`config.mk`:
```
export PLATFORM = sky130hd
export DESIGN_NAME = serial_adder_n_flat
export DESIGN_NICKNAME = d
export VERILOG_FILES = /design/src/rtl/serial_adder_n_if.sv /design/src/rtl/serial_adder_n.sv /design/src/flat_wrapper.sv
export SDC_FILE = /design/constraint.sdc
export NUM_CORES = 1
export LEC_CHECK = 0
export CORE_MARGIN = 2
export CORE_UTILIZATION = 50
export CTS_BUF_LIST = sky130_fd_sc_hd__clkbuf_16
export CTS_CLUSTER_DIAMETER = 30
export DETAILED_ROUTE_END_ITERATION = 10
export PLACE_DENSITY_LB_ADDON = 0.2
export SYNTH_ARGS = -nofsm -noshare
export SYNTH_HDL_FRONTEND = slang
export SYNTH_SLANG_ARGS = --single-unit
export TNS_END_PERCENT = 1
```
`constraint.sdc`:
```
create_clock -name clk -period 4.68 [get_ports clk]
set_clock_uncertainty 0.15 [all_clocks]
set_input_delay 0.936 -clock clk [delete_from_list [all_inputs] [get_ports clk]]
set_output_delay 0.936 -clock clk [all_outputs]
set_load 0.05 [all_outputs]
```
`src/rtl/serial_adder_n_if.sv`:
```
// Start/busy/done handshake and operand/result bus
// for the digit-serial adder.
interface serial_adder_n_if #(
  parameter int WIDTH = 8
);
  logic             start;
  logic [WIDTH-1:0] a;
  logic [WIDTH-1:0] b;
  logic             cIn;
  logic             busy;
  logic             done;
  logic [WIDTH-1:0] s;
  logic             cOut;
  logic             ovf;

  modport master (
    output start, a, b, cIn,
    input  busy, done, s, cOut, ovf
  );

  modport slave (
    input  start, a, b, cIn,
    output busy, done, s, cOut, ovf
  );
endinterface

```
`src/rtl/serial_adder_n.sv`:
```
// Digit-serial adder: DIGIT bits per clock through a
// registered carry; result held until the next start.
module serial_adder_n #(
  parameter int WIDTH = 8,
  parameter int DIGIT = 1
) (
  input logic             clk,
  input logic             rst_n,
  serial_adder_n_if.slave bus
);

  localparam int CYCLES = WIDTH / DIGIT;
  localparam int CNT_W  = (CYCLES > 1) ? $clog2(CYCLES) : 1;
  localparam int ACC_W  = (WIDTH > DIGIT) ? WIDTH - DIGIT : 1;

  if (WIDTH < 1 || DIGIT < 1 || (WIDTH % DIGIT) != 0) begin : g_bad_cfg
    $error("serial_adder_n: WIDTH must be a positive multiple of DIGIT");
  end

  typedef enum logic {
    IDLE = 1'b0,
    RUN  = 1'b1
  } state_e;

  state_e           state_q, state_d;
  logic [WIDTH-1:0] opa_q, opa_d;
  logic [WIDTH-1:0] opb_q, opb_d;
  logic [ACC_W-1:0] acc_q, acc_d;
  logic             carry_q, carry_d;
  logic [CNT_W-1:0] cnt_q, cnt_d;
  logic             sa_q, sa_d;
  logic             sb_q, sb_d;
  logic [WIDTH-1:0] s_q, s_d;
  logic             cout_q, cout_d;
  logic             ovf_q, ovf_d;
  logic             done_q, done_d;

  logic [DIGIT:0]   dsum;
  logic [WIDTH-1:0] sum_full;
  logic [ACC_W-1:0] acc_nx;
  logic             last;

  assign dsum = {1'b0, opa_q[DIGIT-1:0]}
              + {1'b0, opb_q[DIGIT-1:0]}
              + {{DIGIT{1'b0}}, carry_q};

  // sum_full is the complete sum once the final digit lands
  if (WIDTH > DIGIT) begin : g_acc
    assign sum_full = {dsum[DIGIT-1:0], acc_q};
    assign acc_nx   = sum_full[WIDTH-1:DIGIT];
  end else begin : g_noacc
    assign sum_full = dsum[DIGIT-1:0];
    assign acc_nx   = acc_q;
  end

  assign last = (cnt_q == CNT_W'(CYCLES - 1));

  always_comb begin
    state_d = state_q;
    opa_d   = opa_q;
    opb_d   = opb_q;
    acc_d   = acc_q;
    carry_d = carry_q;
    cnt_d   = cnt_q;
    sa_d    = sa_q;
    sb_d    = sb_q;
    s_d     = s_q;
    cout_d  = cout_q;
    ovf_d   = ovf_q;
    done_d  = 1'b0;
    unique case (1'b1)
      (state_q == IDLE): begin
        if (bus.start) begin
          state_d = RUN;
          opa_d   = bus.a;
          opb_d   = bus.b;
          carry_d = bus.cIn;
          cnt_d   = '0;
          acc_d   = '0;
          sa_d    = bus.a[WIDTH-1];
          sb_d    = bus.b[WIDTH-1];
        end
      end
      (state_q == RUN): begin
        opa_d   = opa_q >> DIGIT;
        opb_d   = opb_q >> DIGIT;
        acc_d   = acc_nx;
        carry_d = dsum[DIGIT];
        cnt_d   = cnt_q + CNT_W'(1);
        if (last) begin
          state_d = IDLE;
          s_d     = sum_full;
          cout_d  = dsum[DIGIT];
          ovf_d   = (sa_q == sb_q)
                  && (sum_full[WIDTH-1] != sa_q);
          done_d  = 1'b1;
        end
      end
      default: state_d = IDLE;
    endcase
  end

  always_ff @(posedge clk or negedge rst_n) begin
    if (!rst_n) begin
      state_q <= IDLE;
      opa_q   <= '0;
      opb_q   <= '0;
      acc_q   <= '0;
      carry_q <= 1'b0;
      cnt_q   <= '0;
      sa_q    <= 1'b0;
      sb_q    <= 1'b0;
      s_q     <= '0;
      cout_q  <= 1'b0;
      ovf_q   <= 1'b0;
      done_q  <= 1'b0;
    end else begin
      state_q <= state_d;
      opa_q   <= opa_d;
      opb_q   <= opb_d;
      acc_q   <= acc_d;
      carry_q <= carry_d;
      cnt_q   <= cnt_d;
      sa_q    <= sa_d;
      sb_q    <= sb_d;
      s_q     <= s_d;
      cout_q  <= cout_d;
      ovf_q   <= ovf_d;
      done_q  <= done_d;
    end
  end

  assign bus.busy = (state_q == RUN);
  assign bus.done = done_q;
  assign bus.s    = s_q;
  assign bus.cOut = cout_q;
  assign bus.ovf  = ovf_q;

endmodule

```
`src/flat_wrapper.sv`:
```
// flat-port wrapper written by rule: the top's interface ports become plain ports
module serial_adder_n_flat 
#(
  parameter int WIDTH = 8,
  parameter int DIGIT = 1
)
  (clk, rst_n, bus_start, bus_a, bus_b, bus_cIn, bus_busy, bus_done, bus_s, bus_cOut, bus_ovf);
  serial_adder_n_if #(.WIDTH(WIDTH)) bus_i ();
  input logic clk;
  input logic rst_n;
  input wire logic [$bits(bus_i.start)-1:0] bus_start;
  input wire logic [$bits(bus_i.a)-1:0] bus_a;
  input wire logic [$bits(bus_i.b)-1:0] bus_b;
  input wire logic [$bits(bus_i.cIn)-1:0] bus_cIn;
  output wire logic [$bits(bus_i.busy)-1:0] bus_busy;
  output wire logic [$bits(bus_i.done)-1:0] bus_done;
  output wire logic [$bits(bus_i.s)-1:0] bus_s;
  output wire logic [$bits(bus_i.cOut)-1:0] bus_cOut;
  output wire logic [$bits(bus_i.ovf)-1:0] bus_ovf;
  assign bus_i.start = bus_start;
  assign bus_i.a = bus_a;
  assign bus_i.b = bus_b;
  assign bus_i.cIn = bus_cIn;
  assign bus_busy = bus_i.busy;
  assign bus_done = bus_i.done;
  assign bus_s = bus_i.s;
  assign bus_cOut = bus_i.cOut;
  assign bus_ovf = bus_i.ovf;
  serial_adder_n #(.WIDTH(WIDTH), .DIGIT(DIGIT)) u_core (.clk(clk), .rst_n(rst_n), .bus(bus_i));
endmodule
```
## After elaboration in Yosys (flattened, before gate mapping)

Cells that the tools add are included.

| storage, ports and cells | value |
|---|---|
| register bits after elaboration | 41 |
| input bits | 20 |
| output and inout port bits | 12 |
| word-level logic and storage cells | 38 |

| cells by class | value |
|---|---|
| add/sub/neg operators | 3 |
| equal/unequal tests | 4 |
| muxes and demuxes | 15 |
| bitwise operators | 1 |
| reductions and logical operators | 3 |

Operator list:

| cell | number |
|---|---|
| one-hot mux 8 bit (2 select lines) | 2 |
| two-way mux 8 bit | 2 |
| one-hot mux 7 bit (2 select lines) | 1 |
| two-way mux 7 bit | 1 |
| one-hot mux 3 bit (2 select lines) | 1 |
| two-way mux 1 bit | 5 |
| one-hot mux 1 bit (2 select lines) | 2 |
| AND reduction 2 bit | 2 |
| adder 3 x 1 -> 3 bit, second input constant | 1 |
| == test 3 bit, second input constant | 1 |
| two-way mux 3 bit | 1 |
| adder 1 x 1 -> 2 bit | 1 |
| adder 2 x 1 -> 2 bit | 1 |
| inequality test 2 bit, second input constant | 1 |
| == test 1 bit | 1 |
| logical AND 1 bit | 1 |
| inequality test 1 bit | 1 |
| NOT 1 bit | 1 |

## Logic depth before layout (Yosys ltp)

Gate-level depths: netlist of run 1.

| depth | value |
|---|---|
| depth in word-level cells | 4 |
| mapped depth | 5 |
| mapped depth without buffers | 5 |

## Worst setup path after synthesis of run 1

Ideal clock, no wire load.

| timing | value |
|---|---|
| path type | in2reg |
| start | in bus_start |
| end | reg u_core.sa_q |
| setup time | 125 ps |
| arrival | 1615 ps |
| required time | 4405 ps |
| setup slack | 2790 ps |
| stages on the path | 3 |
| buffers on the path | 1 |
| cell sequence | buf_2 > nor2b_1 > mux2_2 |

| on the way | value |
|---|---|
| longest elaborated chain between the ends | 1 |

Ends and longest elaborated chain:

| item | line | RTL |
|---|---|---|
| start: declaration | flat_wrapper.sv:11 | `input wire logic [$bits(bus_i.start)-1:0] bus_start;` |
| AND reduction 2 bit (no line) | -- |  |
| end signal: assignment | serial_adder_n.sv:111 | `sa_q <= 1'b0;` |
| end signal: assignment | serial_adder_n.sv:124 | `sa_q <= sa_d;` |
| end: declaration | serial_adder_n.sv:31 | `logic sa_q, sa_d;` |

Every way passes these cells.
A chain may end at the register's enable or synchronous reset.

## Final worst setup path of run 1

| timing | value |
|---|---|
| start | in bus_start |
| end | reg u_core.sb_q |

| on the way | value |
|---|---|
| longest elaborated chain between the ends | 1 |

Ends and longest elaborated chain:

| item | line | RTL |
|---|---|---|
| AND reduction 2 bit (no line) | -- |  |
| end signal: assignment | serial_adder_n.sv:112 | `sb_q <= 1'b0;` |
| end signal: assignment | serial_adder_n.sv:125 | `sb_q <= sb_d;` |
| end: declaration | serial_adder_n.sv:32 | `logic sb_q, sb_d;` |

Every way passes these cells.

==> flow_summary.json, run 1 <==
{
  "status": "complete, no violations",
  "multi_input_area_um2": 648.1,
  "ys_seq_area_frac": 0.5878,
  "fin_crit_sh": 0.5577,
  "cts.repair.resized": 0,
  "overflow": 0,
  "top_level_ports": 32,
  "drive_gt1_frac": 0.1173,
  "cts_tree": "done",
  "chipWidth_um": 63.09,
  "regArea_um2": 1026,
  "cp_max_fo": 17,
  "rows": 21,
  "required_ns": 4.70,
  "power.leakage_nw": 1.032,
  "dpl.hpwl_um": 1998,
  "power_per_cell_area_nw_per_um2": 674.3,
  "first_iter_violations": 51,
  "numCtsBuffers": 5,
  "routed_wl_um": 2957,
  "vias": 1140,
  "h-tree-depth": 2,
  "drv_slew": 0,
  "grt_pass1_vias": 1132,
  "power.switching_mw": 0.5537,
  "crit_type": "input pin to register",
  "worst_setup_path_start_kind": "input pin",
  "post_cts_buffers": 0,
  "post-place-ws_ns": 1.777,
  "clk_pin_slew_worst_paths_ns": 0.06,
  "routabilityCongestion": 0.7843,
  "setup_viol": 0,
  "fp.dieH_um": 63.09,
  "cts_hold_buffers": 0,
  "synth_cells": 146,
  "fin_setup_tns_ns": 0,
  "clkLatencyLatePin_ns": 0.28,
  "coreArea_um2": 3337,
  "rsz0062_at_grt": "false",
  "clock_sinks": 41,
  "min_path_type": "register to register",
  "synth_nets": 169,
  "maxSlewHeadroom": 0.4144,
  "grt_max_degree": 51,
  "max_freq_ghz": 0.3832,
  "clock-root-buffer": "clkbuf_16",
  "worst_slack_ns": 2.070,
  "yosys_register_bits": 41,
  "cts_buffer_depth": 2,
  "final_nets": 201,
  "cp.arrival_ns": 2.63,
  "finalHoldViolCount": 0,
  "pwr-share-comb": 0.397,
  "post_drt_wl_per_cell_um": 13.14,
  "vias_per_cell": 5.067,
  "tightest_slew_ns": 0.8785,
  "sw_frac_of_total": 0.3712,
  "grt_first_pass_wirelength_um": 5250,
  "ys_warn_count": 0,
  "antennaDiodeCount": 0,
  "areaGrowthSynthToFinish_pct": 26.74,
  "max-vdd-ir-drop_mv": 0.3164,
  "worst_setup_path_end_kind": "register",
  "period_needed_ns": 2.610,
  "clockPowerShare": 0.215,
  "maxCapViolations": 0,
  "nFillCells": 264,
  "track_usage": 0.1742,
  "synth_cell_types": 22,
  "grt_antenna_before_repair": 0,
  "avgSynthCellArea_um2": 11.95,
  "dieArea_um2": 3980,
  "start_util": 0.5231,
  "synth_area_um2": 1745,
  "power.internal_mw": 0.9380,
  "sequentialPowerShare": 0.388,
  "drt_first_pass_iters": 4,
  "route.detailed.drc": 0,
  "ant_nets": 0,
  "numPortBuffers": 31
}
[critical path, cell delays in order]
cell and delay [ns]:
clkdlybuf4s50_1 0.78, buf_4 0.34, nor2b_1 0.22, mux2_2 0.35
[power by group through the flow]
stage / sequential [mW] / clock (mW) / combinational (mW)
after detailed placement: 0.585 / 0 / 0.598
after CTS: 0.580 / 0.326 / 0.599
final: 0.579 / 0.321 / 0.592
after global placement: 0.580 / 0 / 0.582
after global routing: 0.601 / 0.345 / 0.649
after floorplan: 0.722 / 0 / 0.283
[layout make-up]
class	count	share of cell area
sequential	41	0.4638
multi-input combinational	91	0.2930
timing repair buffer	33	0.1448
clock buffer	5	0.05656
tap	46	0.02602
inverter	6	0.01018
clock inverter	3	0.005656
[cells in the final DEF (no fill, tap or decap), drive strengths merged, types with 2 or more instances in the layout]
cell type / n
clkdlybuf4s50: 30
inv: 6
nand2b: 6
mux2: 10
mux2i: 21
clkbuf: 5
buf: 3
o21ai: 19
ha: 2
nor2: 4
dfrtp: 41
clkinv: 3
a22o: 3
nand2: 20
[Yosys cell counts (all sizes together)]
cell type,n,share of area
a22o,3,0.015
inv,6,0.013
clkbuf,1,0.0029
nand3,1,0.0029
or3,1,0.0036
mux2,10,0.065
nand2b,6,0.022
nand2,20,0.044
o21ai,19,0.054
nor2b,1,0.0036
buf,7,0.025
a21oi,1,0.0029
dfrtp,41,0.59
fa,1,0.011
ha,2,0.014
a31oi,1,0.0036
mux2i,21,0.12
nor2,4,0.0086
[logic make-up (layout without fill, tap and decap cells)]
logic type      after synthesis  after routing  share of synthesized area
mux                          31             31                     0.1849
compound gates               24             24                    0.07599
fa+ha+maj                     3              3                    0.02580
flops                        41             41                     0.5878
simple gates                 33             33                    0.08459
buf+inv                      14             47                    0.04086
[metrics by stage]
step / hold WS (ns) / utilization / cells / power (mW) / cell area [um^2]
CTS: 0.3432 / 0.6629 / 225 / 1.506 / 2212
detailed placement: 0.3290 / 0.6217 / 217 / 1.183 / 2074
floorplan: 0.2992 / - / 146 / 1.005 / 1745
global route: 0.3681 / 0.6629 / 225 / 1.594 / 2212
finish: 0.3382 / 0.6629 / 225 / 1.492 / 2212
global placement: 0.3147 / 0.6217 / 217 / 1.162 / 2074
[state kept, by name, indices dropped and copies added, names as in the netlist]
signal           count
u_core.bus.s         8
u_core.opa_q         8
u_core.opb_q         8
u_core.acc_q         7
u_core.cnt_q         3
u_core.bus.busy      1
u_core.bus.cOut      1
u_core.bus.done      1
u_core.bus.ovf       1
u_core.carry_q       1
u_core.sa_q          1
u_core.sb_q          1
[final timing paths]
| path | slack, ns | endpoint | cells after the start | startpoint |
|---|---|---|---|---|
| worst min-delay path | 0.34 | u_core.opa_q[6] | 2 | u_core.opa_q[7] |
| worst max-delay path | 2.07 | u_core.sb_q | 4 | bus_start |
| max in group asynchronous | 3.21 | u_core.bus.cOut | 1 | rst_n |
| min in group asynchronous | 0.62 | u_core.bus.s[5] | 1 | rst_n |
| worst min register to register | 0.34 | u_core.opa_q[6] | 2 | u_core.opa_q[7] |
| worst max register to register | 2.92 | u_core.bus.s[0] | 4 | u_core.bus.busy |
[metal layers]
metal / share of wire / global-route usage
met4: 0.026 / 0.1000
met1: 0.47 / 0.2350
met5: 0 / 0
met3: 0.039 / 0.04464
met2: 0.46 / 0.2553
No activity file was read; power rests on OpenSTA's default activity.
==> inputs of run 2 (changes only) <==
- clock period: 4.68 -> 2.5 ns (I/O delays scaled with it)
==> flow_summary.json, run 2 (same netlist as run 1, synthesis figures left out) <==
{
  "routed_wl_um": 3046,
  "fp.dieH_um": 63.09,
  "cp.arrival_ns": 1.44,
  "power.leakage_nw": 1.057,
  "drive_gt1_frac": 0.1278,
  "vias_per_cell": 5.088,
  "finalHoldViolCount": 0,
  "top_level_ports": 32,
  "clk_pin_slew_worst_paths_ns": 0.06,
  "detailed_place.area_um2": 2092,
  "worst_setup_path_start_kind": "register",
  "coreArea_um2": 3337,
  "final_nets": 202,
  "cp_max_fo": 2,
  "final_common_cell": "dfrtp_1",
  "clockPowerShare": 0.239,
  "final_cell_mix": "dfrtp_1 (41), clkdlybuf4s50_1 (29), mux2i_1 (21)",
  "min_path_type": "input pin to asynchronous set/reset pin",
  "pwr-share-comb": 0.370,
  "grt_first_pass_wirelength_um": 5416,
  "required_ns": 1.85,
  "regArea_um2": 1026,
  "dieArea_um2": 3980,
  "overflow": 0,
  "power.internal_mw": 1.873,
  "crit_type": "register to output port",
  "multi_input_area_um2": 648.1,
  "drv_slew": 0,
  "path_cells": "clkdlybuf4s50_1",
  "numCtsBuffers": 5,
  "rows": 21,
  "power.switching_mw": 1.043,
  "clock_sinks": 41,
  "vias": 1150,
  "fin_setup_tns_ns": 0,
  "grt_antenna_before_repair": 0,
  "post_drt_wl_per_cell_um": 13.48,
  "sequentialPowerShare": 0.390,
  "track_usage": 0.1723,
  "cpLargestDelayFamily": "buffers and inverters",
  "post-route-util": 0.6757,
  "grt_max_degree": 42,
  "antennaDiodeCount": 0,
  "cts_hold_buffers": 0,
  "tightest_slew_ns": 0.8865,
  "h-tree-depth": 2,
  "power_per_cell_area_nw_per_um2": 1293,
  "design_area_um2": 2255,
  "chipWidth_um": 63.09,
  "drt_first_pass_iters": 4,
  "routabilityCongestion": 0.7294,
  "rsz0062_at_grt": "false",
  "period_needed_ns": 2.094,
  "maxSlewHeadroom": 0.4090,
  "max_freq_ghz": 0.4775,
  "cpPeakStageDelay_ns": 0.81,
  "start_util": 0.5231,
  "critPathBufInv": 1,
  "hold_ws_ns": 0.1955,
  "nFillCells": 267,
  "setup_viol": 0,
  "route.detailed.drc": 0,
  "clock-root-buffer": "clkbuf_16",
  "numPortBuffers": 31,
  "grt_pass1_vias": 1161,
  "maxCapViolations": 0,
  "cts.repair.resized": 0,
  "worst_setup_path_end_kind": "output port",
  "cts_buffer_depth": 2,
  "finalPower_mw": 2.915,
  "areaGrowthSynthToFinish_pct": 29.18,
  "cts_tree": "done",
  "dpl.hpwl_um": 2184,
  "post_cts_buffers": 0,
  "max-vdd-ir-drop_mv": 0.7634,
  "clkLatencyLatePin_ns": 0.27,
  "sw_frac_of_total": 0.3576,
  "cpMaxStageDelayCell": "clkdlybuf4s50_1",
  "status": "complete, no violations",
  "ant_nets": 0,
  "first_iter_violations": 48,
  "fin_crit_sh": 0.8377
}
==> run 2: area by class of cell <==
| type | instances | area share |
|---|---|---|
| sequential | 41 | 0.4550 |
| multi-input combinational | 91 | 0.2875 |
| timing repair buffer | 34 | 0.1498 |
| clock buffer | 5 | 0.05549 |
| tap | 46 | 0.02553 |
| clock inverter | 3 | 0.01665 |
| inverter | 6 | 0.009989 |
==> run 2: stage by stage <==
stage,setup slack (ns),instances
6_report,0.4058,226
5_1_grt,0.3652,226
2_1_floorplan,0.8611,146
3_5_place_dp,0.5940,218
4_1_cts,0.3995,226
3_3_place_gp,0.6541,218
==> run 2: final timing paths <==
| check | from | to | slack, ns | depth (start not counted) |
|---|---|---|---|---|
| min in group clk | u_core.opb_q[1] | u_core.opb_q[0] | 0.34 | 2 |
| max | u_core.bus.cOut | bus_cOut | 0.41 | 1 |
| min reg2reg | u_core.opb_q[1] | u_core.opb_q[0] | 0.34 | 2 |
| max in group asynchronous | rst_n | u_core.opb_q[1] | 1.45 | 1 |
| min | rst_n | u_core.acc_q[6] | 0.20 | 1 |
| max reg2reg | u_core.bus.busy | u_core.bus.s[0] | 0.65 | 3 |
==> run 2: metal layers <==
metal	up-vias	GRT usage	wire length (um)
li1	561	-	-
met4	0	0.05833	31
met5	-	0	0
met2	29	0.2846	1499
met1	556	0.2297	1359
met3	4	0.03214	154
==> run 2: power groups by stage <==
stage	combinational [mW]	sequential (mW)	clock [mW]
after global placement	1.07	1.13	0
after CTS	1.10	1.14	0.707
after global routing	1.18	1.18	0.744
final	1.08	1.14	0.698
after detailed placement	1.10	1.15	0
after floorplan	0.530	1.35	0
